`src/rtl/multi_pkg.sv`:
```
// Shared constants and FSM encoding for the multi-cycle unit request front end.
package multi_pkg;
    localparam int DATA_W      = 64;
    localparam int LATENCY_DEF = 3;

    typedef enum logic [1:0] {
        IDLE  = 2'd0,
        START = 2'd1,
        WAIT  = 2'd2
    } state_t;
endpackage

```
`src/rtl/multi_resp_fifo.sv`:
```
// Small in-order response buffer; head is presented combinationally from storage.
module multi_resp_fifo #(
    parameter int DATA_W = 64,
    parameter int DEPTH  = 2
) (
    input  logic              clock,
    input  logic              reset,
    input  logic              push,
    input  logic [DATA_W-1:0] push_data,
    input  logic              pop,
    output logic              full,
    output logic              empty,
    output logic [DATA_W-1:0] head
);
    localparam int PTR_W = (DEPTH > 1) ? $clog2(DEPTH) : 1;
    localparam int CNT_W = $clog2(DEPTH + 1);
    localparam logic [PTR_W-1:0] LAST_PTR = PTR_W'(DEPTH - 1);
    localparam logic [CNT_W-1:0] FULL_CNT = CNT_W'(DEPTH);

    logic [DATA_W-1:0] r_mem [DEPTH];
    logic [PTR_W-1:0]  r_wr_ptr;
    logic [PTR_W-1:0]  r_rd_ptr;
    logic [CNT_W-1:0]  r_count;
    logic              w_push;
    logic              w_pop;

    assign full   = (r_count == FULL_CNT);
    assign empty  = (r_count == '0);
    assign head   = r_mem[r_rd_ptr];
    assign w_pop  = pop && !empty;
    assign w_push = push && !full;

    always_ff @(posedge clock) begin
        if (w_push)
            r_mem[r_wr_ptr] <= push_data;
    end

    always_ff @(posedge clock) begin
        if (reset) begin
            r_wr_ptr <= '0;
            r_rd_ptr <= '0;
            r_count  <= '0;
        end else begin
            if (w_push)
                r_wr_ptr <= (r_wr_ptr == LAST_PTR) ? '0 : r_wr_ptr + 1'b1;
            if (w_pop)
                r_rd_ptr <= (r_rd_ptr == LAST_PTR) ? '0 : r_rd_ptr + 1'b1;
            case ({w_push, w_pop})
                2'b10:   r_count <= r_count + 1'b1;
                2'b01:   r_count <= r_count - 1'b1;
                default: r_count <= r_count;
            endcase
        end
    end
endmodule

```
`src/rtl/multi_issue.sv`:
```
// Issues one operation at a time to a fixed-latency unit and returns its results
// in order through a small response buffer.
module multi_issue
    import multi_pkg::*;
#(
    parameter int LATENCY = LATENCY_DEF,
    parameter int DEPTH   = 2
) (
    input  logic              clock,
    input  logic              reset,
    input  logic              req_valid,
    output logic              req_ready,
    input  logic [DATA_W-1:0] req_data,
    output logic              start,
    output logic [DATA_W-1:0] inp,
    input  logic [DATA_W-1:0] unit_out,
    output logic              resp_valid,
    input  logic              resp_ready,
    output logic [DATA_W-1:0] resp_data
);
    localparam int CNT_W = $clog2(LATENCY + 1);
    localparam logic [CNT_W-1:0] LAST_CNT = CNT_W'(LATENCY - 1);

    state_t            r_state;
    logic              r_start;
    logic [DATA_W-1:0] r_inp_q;
    logic [CNT_W-1:0]  r_cnt;
    logic              w_full;
    logic              w_empty;
    logic              w_push;
    logic              w_req_ready;

    // Only accepting from IDLE with a free slot reserves the slot the capture will use.
    assign w_req_ready = (r_state == IDLE) && !w_full;
    assign w_push      = (r_state == WAIT) && (r_cnt == LAST_CNT);

    assign req_ready  = w_req_ready;
    assign start      = r_start;
    assign inp        = r_inp_q;
    assign resp_valid = !w_empty;

    always_ff @(posedge clock) begin
        if (reset) begin
            r_state <= IDLE;
            r_start <= 1'b0;
            r_inp_q <= '0;
            r_cnt   <= '0;
        end else begin
            r_start <= 1'b0;
            case (r_state)
                IDLE: begin
                    if (req_valid && w_req_ready) begin
                        r_inp_q <= req_data;
                        r_start <= 1'b1;
                        r_state <= START;
                    end
                end
                START: begin
                    r_cnt   <= '0;
                    r_state <= WAIT;
                end
                WAIT: begin
                    r_cnt <= r_cnt + 1'b1;
                    if (r_cnt == LAST_CNT)
                        r_state <= IDLE;
                end
                default: r_state <= IDLE;
            endcase
        end
    end

    multi_resp_fifo #(
        .DATA_W (DATA_W),
        .DEPTH  (DEPTH)
    ) u_resp_fifo (
        .clock     (clock),
        .reset     (reset),
        .push      (w_push),
        .push_data (unit_out),
        .pop       (resp_ready),
        .full      (w_full),
        .empty     (w_empty),
        .head      (resp_data)
    );
endmodule
```
`config.mk`:
```
export PLATFORM = sky130hd
export DESIGN_NAME = multi_issue
export DESIGN_NICKNAME = d
export VERILOG_FILES = /design/src/rtl/multi_pkg.sv /design/src/rtl/multi_resp_fifo.sv /design/src/rtl/multi_issue.sv
export SDC_FILE = /design/constraint.sdc
export NUM_CORES = 1
export LEC_CHECK = 0
export CORE_MARGIN = 1.5
export CORE_UTILIZATION = 29
export DETAILED_ROUTE_END_ITERATION = 12
export SYNTH_ARGS = -nofsm -noshare
export SYNTH_HDL_FRONTEND = slang
export SYNTH_SLANG_ARGS = --single-unit
```
`constraint.sdc`:
```
create_clock -name clock -period 11.25 [get_ports clock]
set_clock_uncertainty 0.2 [all_clocks]
set_input_delay 1.6875 -clock clock [delete_from_list [all_inputs] [get_ports clock]]
set_output_delay 1.6875 -clock clock [all_outputs]
set_load 0.05 [all_outputs]
```
# After elaboration in Yosys (flattened, before gate mapping)
# Memory sizes are Yosys's and may differ from the RTL's. A register that Yosys moved wholly into a read port is not among the register bits.
# Cells that the tools add are included.
# classes
order_cmp	0
mux	12
add_sub_neg	5
n_shift	0
eq_ne	8
reduce_logical	14
div	0
mul	0
bitwise_logic	1
# ops
operator	count
== test 2 bit, second input constant	4
case mux 2 bit (2 select lines)	2
2-to-1 mux 1 bit	7
case mux 2 bit (3 select lines)	1
logical AND 1 bit	5
adder 2 x 1 -> 2 bit, second input constant	2
== test 2 x 1 -> 1 bit, second input constant	2
logical NOT 2 bit	2
2-to-1 mux 2 bit	2
!= test 2 x 1 -> 1 bit, second input constant	2
AND reduction 2 bit	2
nonzero test 2 bit	2
adder 1 bit, second input constant	2
logical NOT 1 bit	2
OR reduction 2 bit	1
subtractor 2 x 1 -> 2 bit, second input constant	1
inverter 1 bit	1
# word_totals
regBits	73
output_inout_bits	131
inputBits	132
ram_bits	128
mem_bits_ro	0
latchBits	0
wordCells	48
memories	1
# mem_list
name	depth	width	rd	rd_clocked_by_memory_dff	write_ports	line_no	rtl
u_resp_fifo.r_mem	2	64	1	1	1	multi_resp_fifo.sv:20	logic [DATA_W-1:0] r_mem [DEPTH];

# Logic depth before layout (Yosys ltp)
# Gate-level depths: netlist of run 1.
# logic_depth
depth_word	6
mapped_depth	7
depth_no_buf	7

# Hierarchy
# A second synthesis of run 1 with hierarchy kept.
# unflattened
hier_cells	537
hier_area_um2	7374.6
# by_module_without_submodules
module	area_each_um2	cells_per_inst	instances	seq_area_each_um2
multi_resp_fifo	4823.4	225	1	3943.8
multi_issue	2551.2	312	1	1381.3

# Worst setup path before layout of run 1
# Ideal clock, no wire load.
# synth_path
path_type	reg2reg
start	register r_state[0]
end	memory u_resp_fifo.r_mem[1][0] (enable)
path_stages_with_launch	5
path_buffers	0
arrival_ns	3.445
required_ns	10.564
slack_ns	7.119
period_less_slack_ns	4.131
setup_time_ns	0.486
cell_sequence	dfxtp_1 > inv_1 > ha_1 > nand3_1 > nor2_1
# synth_between
elab_chain_len	5
# synth_lines
element	line_no	rtl
start, declared	multi_issue.sv:24	state_t r_state;
start signal, assigned	multi_issue.sv:44	r_state <= IDLE;
start signal, assigned	multi_issue.sv:55	r_state <= START;
start signal, assigned	multi_issue.sv:60	r_state <= WAIT;
== test 2 bit	multi_issue.sv:35	assign w_push = (r_state == WAIT) && (r_cnt == LAST_CNT);
logical AND 1 bit	multi_issue.sv:35	
logical AND 1 bit	multi_resp_fifo.sv:31	assign w_push = push && !full;
2-to-1 mux 1 bit	multi_resp_fifo.sv:34	if (w_push)
2-to-1 mux 1 bit (not written as such)	multi_resp_fifo.sv:35	r_mem[r_wr_ptr] <= push_data;
end, declared	multi_resp_fifo.sv:20	
# Every way passes these cells.

==> flow_summary_export.csv, run 1 <==
group,metric,value,unit
die,start_util,29.7,%
logic_synthesis,muxShareOfSynthArea,17.1,%
grt,grt_pass1_wl,27500,um
cells_and_area,fin_area,11700,um2
sta,slew_violations,0,
die,die_y,170,um
sta,fmax,218,MHz
sta,period_minus_slack,4580,ps
logic_synthesis,synth-adder-area-share,0.932,%
sta,worst_slew_pin_slew,972,ps
die,core,27100,um2
route,viasPerCell,4.16,
logic_synthesis,syn-num-nets,673,
grt,grt_max_degree,141,
sta,final_hold_viol_count,0,
setup_path,crit_path_max_incr_delay,720,ps
route,drc,0,
logic_synthesis,synthXorXnorAreaFrac,0.326,%
run,maxCapViolations,0,
route,vias,4942,
logic_synthesis,syn_inst,535,
setup_path,crit_chain,"buf_4 > mux2_2 > clkdlybuf4s50_1",
setup_path,critPathSlowestCell,"clkdlybuf4s50_1",
placed_design,dp_hpwl,11300,um
setup_path,crit_type,"reg2out",
sta,setup_violations,0,
cells_and_area,drive_gt1_share,14.4,%
clocking,clockRootBuffer,"clkbuf_16",
clocking,h-tree-depth,1,
grt,grt_overflow,0,
pwr,leakagePower,4.06,nW
clocking,clock_latency,510,ps
die,num_rows,60,
sta,min_period_over_period,40.7,%
grt,antenna_found_initial,0,
setup_path,cp.arrival,2690,ps
route,ant_nets,0,
logic_synthesis,ys_warn_count,0,
grt,grt_pass1_vias,5038,
pwr,p_total,2.04,mW
logic_synthesis,synth_top_family_by_area,"multiplexers",
setup_path,worstSetupEndpointType,"primary output",
placed_design,port_buffers,262,
clocking,cts_tree,"yes",
route,wire_per_inst,14.8,um
clocking,cts_setup_buffers,0,
sta,grt_setup_unrepaired,"no",
cells_and_area,fillers,2500,
pwr,vdd_drop_max,0.0000935,V
pwr,p_per_area,174,nW/um2
route,firstDrtPassIters,4,
sta,relSlewSlack,35.2,%
logic_synthesis,synth_area,8060,um2
logic_synthesis,seq_area_frac_synth,66.1,%
cells_and_area,finalNetCount,936,
route,drt-initial-drc-count,248,
placed_design,gp_congestion,0.691,
min_path,holdCritPathClass,"reg2reg",
cells_and_area,n_antenna_cell,0,
clocking,cts_max_path_buffers,3,
logic_synthesis,syn_avg_cell_area,15.1,um2
run_status,status,"finished clean",
grt,track_usage,12.0,%
placed_design,placedInstanceArea,11000,um2
setup_path,worst-path-max-fanout,64,
route,wl,17600,um
clocking,cts.sink_count,202,
sta,tns,0,ps
cells_and_area,seqCellArea,5330,um2
logic_synthesis,post_synth_and_or_nand_nor_area_fraction,11.6,%
clocking,cts_hold_buf,0,
clocking,post_cts_resized,0,
clocking,cts_buffers,24,
die,ios,263,
setup_path,worstPathRequired,9360,ps
die,dieWidth,170,um
cells_and_area,multiInputGateArea,2480,um2
logic_synthesis,ys_types,30,
logic_synthesis,synth_compound_area_share,0.699,%
cells_and_area,syn2layout_area_growth,45.4,%
clocking,cts.clk_slew.worst_paths,50,ps
logic_synthesis,ys_ff_latch,202,
die,dieArea,28800,um2
setup_path,start_kind,"register",
-- path summary, 6_finish.rpt --
| path | endpoint | cells past startpoint | slack, ps | startpoint |
|---|---|---|---|---|
| hold / removal | r_cnt[0]$_SDFFE_PP0P_ | 2 | 270 | r_cnt[0]$_SDFFE_PP0P_ |
| setup reg to reg | u_resp_fifo.r_mem[1][63]$_DFFE_PP_ | 5 | 8900 | r_state[0]$_SDFFE_PP0P_ |
| setup / recovery | resp_data[54] | 3 | 6670 | register |
| hold reg to reg | r_cnt[0]$_SDFFE_PP0P_ | 2 | 270 | r_cnt[0]$_SDFFE_PP0P_ |
-- per-stage QoR --
stage                     std cells  util [%]  hold slack, ps  setup WS [ps]
after global routing           1187      43.2             291           6550
after CTS                      1187      43.2             274           6610
after detailed placement       1144      40.4             261           7180
after floorplan                 535         -             249           7120
after global placement         1144      40.4             257           7190
final                          1187      43.2             269           6670
-- power by group --
part | internal [mW] | switching, mW | total, mW | leakage [nW]
combinational | 0.186 | 0.269 | 0.455 | 1.92
sequential | 0.835 | 0.0251 | 0.860 | 1.76
clock | 0.428 | 0.299 | 0.727 | 0.379
-- cell type report --
class / count / share of cell area (%)
Clock buffer: 26 / 5.37
Clock inverter: 17 / 1.09
Sequential cell: 202 / 45.5
Timing Repair Buffer: 267 / 22.7
Tap cell: 372 / 3.97
Multi-Input combinational cell: 296 / 21.2
Inverter: 7 / 0.224
-- Yosys cell counts --
cell	n	area [um2]
nand2b_1	134	838
buf_4	1	7.51
buf_12	6	120
nor2_1	4	15.0
or3_1	1	6.26
a31o_2	1	8.76
xor2_1	1	8.76
dfxtp_1	74	1480
inv_1	7	26.3
nand2b_4	1	13.8
clkbuf_1	16	60.1
edfxtp_1	128	3840
nand3_1	2	10.0
o21a_1	1	7.51
nor2b_1	1	6.26
and2_1	1	6.26
and3_4	1	11.3
mux2i_1	66	661
or2_2	1	6.26
buf_6	1	11.3
ha_1	6	75.1
o21ai_0	1	5.00
a221oi_2	1	15.0
nand3b_1	1	7.51
xnor2_1	2	17.5
a21oi_1	4	20.0
buf_2	6	30.0
mux2_2	64	721
nand4_1	1	6.26
and3b_1	1	8.76
-- metal layers --
layer  global-route usage (%)  vias up  share of wire, %
met5                        0        -                 0
met4                     3.58        0               1.9
met3                     5.78       26                14
met2                     17.3      223                40
met1                     15.8     2280                44
li1                         -     2413                 -
-- critical path, delay by kind of cell, from the launching register on --
family | cells | cell delay (ps)
buf+inv | 2 | 1350
mux | 1 | 440
flops | 1 | 310
-- cells in the final DEF (no fill, tap or decap), types with 2 or more instances in the layout --
cell / instances
clkdlybuf4s50_1: 261
ha_1: 6
xnor2_1: 2
edfxtp_1: 128
a21oi_1: 4
clkinv_2: 9
buf_4: 5
nor2_1: 3
nand3_1: 2
nand2b_1: 134
clkbuf_16: 25
inv_1: 6
dfxtp_1: 73
clkinv_1: 3
mux2i_1: 66
mux2_2: 64
-- cell families after synthesis --
kind of cell               Yosys count
DFF                                202
and+or+nand+nor                    149
muxes                              130
buffers and inverters               37
AOI/OAI and AO/OA                    8
adders and majority gates            6
xor gates and xnor gates             3
-- flip-flops by register name (all words and copies together) (netlist names), named ones only --
| register | count |
|---|---|
| u_resp_fifo.r_wr_ptr | 1 |
| u_resp_fifo.r_rd_ptr | 1 |
| u_resp_fifo.r_count | 2 |
| start | 1 |
| inp | 64 |
| r_state | 2 |
| r_cnt | 2 |
| u_resp_fifo.r_mem | 128 |
No activity file was read; power rests on OpenSTA's default activity.
==> inputs of run 2 (changes only) <==
==> constraint.sdc (replaced) <==
create_clock -name clock -period 4.65 [get_ports clock]
set_clock_uncertainty 0.2 [all_clocks]
set_input_delay 0.6975 -clock clock [delete_from_list [all_inputs] [get_ports clock]]
set_output_delay 0.6975 -clock clock [all_outputs]
set_load 0.05 [all_outputs]
==> flow_summary_export.csv, run 2 (synthesized netlist as in run 1, its figures left out) <==
group,metric,value,unit
sta,period_minus_slack,3530,ps
cells_and_area,syn2layout_area_growth,45.2,%
placed_design,port_buffers,262,
route,firstDrtPassIters,4,
cells_and_area,mostFrequentLayoutCell,"clkdlybuf4s50_1",
pwr,vdd_drop_max,0.000241,V
pwr,leakagePower,4.03,nW
route,viasPerCell,4.15,
setup_path,start_kind,"register",
clocking,cts.sink_count,202,
sta,setup_violations,0,
cells_and_area,seqCellArea,5330,um2
setup_path,worstSetupEndpointType,"primary output",
die,core,27100,um2
sta,worst_slew_pin_slew,980,ps
cells_and_area,finalNetCount,936,
cells_and_area,n_antenna_cell,0,
setup_path,critical-path-top-delay-family,"buffers and inverters",
grt,grt_max_degree,141,
grt,grt_overflow,0,
clocking,cts.clk_slew.worst_paths,60,ps
cells_and_area,largest_reg_flops,128,
setup_path,critPathSlowestCell,"dfxtp_2",
cells_and_area,fillers,2501,
setup_path,crit_chain,"buf_12 > mux2_2 > clkdlybuf4s50_1",
cells_and_area,multiInputGateArea,2480,um2
setup_path,crit_type,"reg2out",
clocking,cts_hold_buf,0,
placed_design,placedCellCount,1146,
clocking,cts_tree,"yes",
pwr,p_per_area,419,nW/um2
route,drc,0,
grt,grt_pass1_vias,5087,
clocking,h-tree-depth,1,
sta,relSlewSlack,34.7,%
clocking,post_cts_resized,0,
cells_and_area,final_cells,1186,
grt,grt_pass1_wl,27500,um
placed_design,gp_congestion,0.750,
die,start_util,29.7,%
clocking,cts_setup_buffers,0,
die,ios,263,
cells_and_area,final_util,43.2,%
placed_design,dp_hpwl,12000,um
run,maxCapViolations,0,
route,vias,4919,
die,die_y,170,um
die,dieWidth,170,um
die,num_rows,60,
die,dieArea,28800,um2
clocking,clock_latency,500,ps
clocking,cts_buffers,22,
cells_and_area,drive_gt1_share,13.6,%
setup_path,worstPathRequired,3750,ps
cells_and_area,layout_common_cells,"clkdlybuf4s50_1, nand2b_1, edfxtp_1",
sta,min_period_over_period,75.8,%
setup_path,crit_buf_inv,2,
clocking,cts_max_path_buffers,3,
route,wire_per_inst,15.1,um
grt,track_usage,12.1,%
sta,final_hold_viol_count,0,
setup_path,worst-path-max-fanout,44,
min_path,holdCritPathClass,"reg2reg",
sta,tns,0,ps
sta,fmax,284,MHz
route,ant_nets,0,
sta,grt_setup_unrepaired,"no",
sta,slew_violations,0,
grt,antenna_found_initial,0,
setup_path,crit_path_max_incr_delay,700,ps
route,drt-initial-drc-count,222,
run_status,status,"finished clean",
setup_path,cp.arrival,2630,ps
cells_and_area,top_register,"u_resp_fifo.r_mem",
clocking,clockRootBuffer,"clkbuf_16",
route,wl,17900,um
run 2: final cells by class:
| class | instances | area share [%] |
|---|---|---|
| Sequential cell | 202 | 45.5 |
| Clock buffer | 30 | 5.23 |
| Multi-Input combinational cell | 296 | 21.2 |
| Inverter | 7 | 0.225 |
| Clock inverter | 10 | 0.888 |
| Timing Repair Buffer | 269 | 22.9 |
| Tap cell | 372 | 3.98 |
run 2: path summary, 6_finish.rpt:
| kind | start | endpoint | slack [ps] | depth (start not counted) |
|---|---|---|---|---|
| worst min-delay path | inp[23]$_SDFFE_PP0P_ | inp[23]$_SDFFE_PP0P_ | 270 | 2 |
| worst max register to register | r_state[0]$_SDFFE_PP0P_ | u_resp_fifo.r_mem[0][2]$_DFFE_PP_ | 2100 | 5 |
| worst max-delay path | register | resp_data[63] | 1120 | 3 |
| worst min register to register | inp[23]$_SDFFE_PP0P_ | inp[23]$_SDFFE_PP0P_ | 270 | 2 |
run 2: worst register-to-register path: stages, from the launching register on:
cell and delay (ps):
dfxtp_1 330, inv_1 100, ha_1 300, nand4_1 170, inv_2 690, buf_4 430
run 2: metrics by stage:
step           area, um2  hold slack [ps]  power (mW)  setup slack (ps)
4_1_cts            11700              272        4.99              1040
5_1_grt            11700              291        5.13               984
2_1_floorplan       8060              249        2.89               519
6_report           11700              270        4.91              1120
3_5_place_dp       11000              261        3.23              1590
3_3_place_gp       11000              257        3.22              1600
run 2: metal layers:
layer / routed length, um / track usage, % / part of all wire (%)
met3: 2500 / 5.97 / 14
met5: 0 / 0 / 0
met4: 257 / 3.12 / 1.4
met1: 8050 / 16.0 / 45
met2: 7090 / 17.6 / 40
run 2: power by group:
part | total [mW] | leakage, nW | switching [mW] | internal (mW)
Combinational | 1.10 | 1.93 | 0.654 | 0.448
Sequential | 2.08 | 1.76 | 0.0625 | 2.02
Clock | 1.72 | 0.343 | 0.689 | 1.03
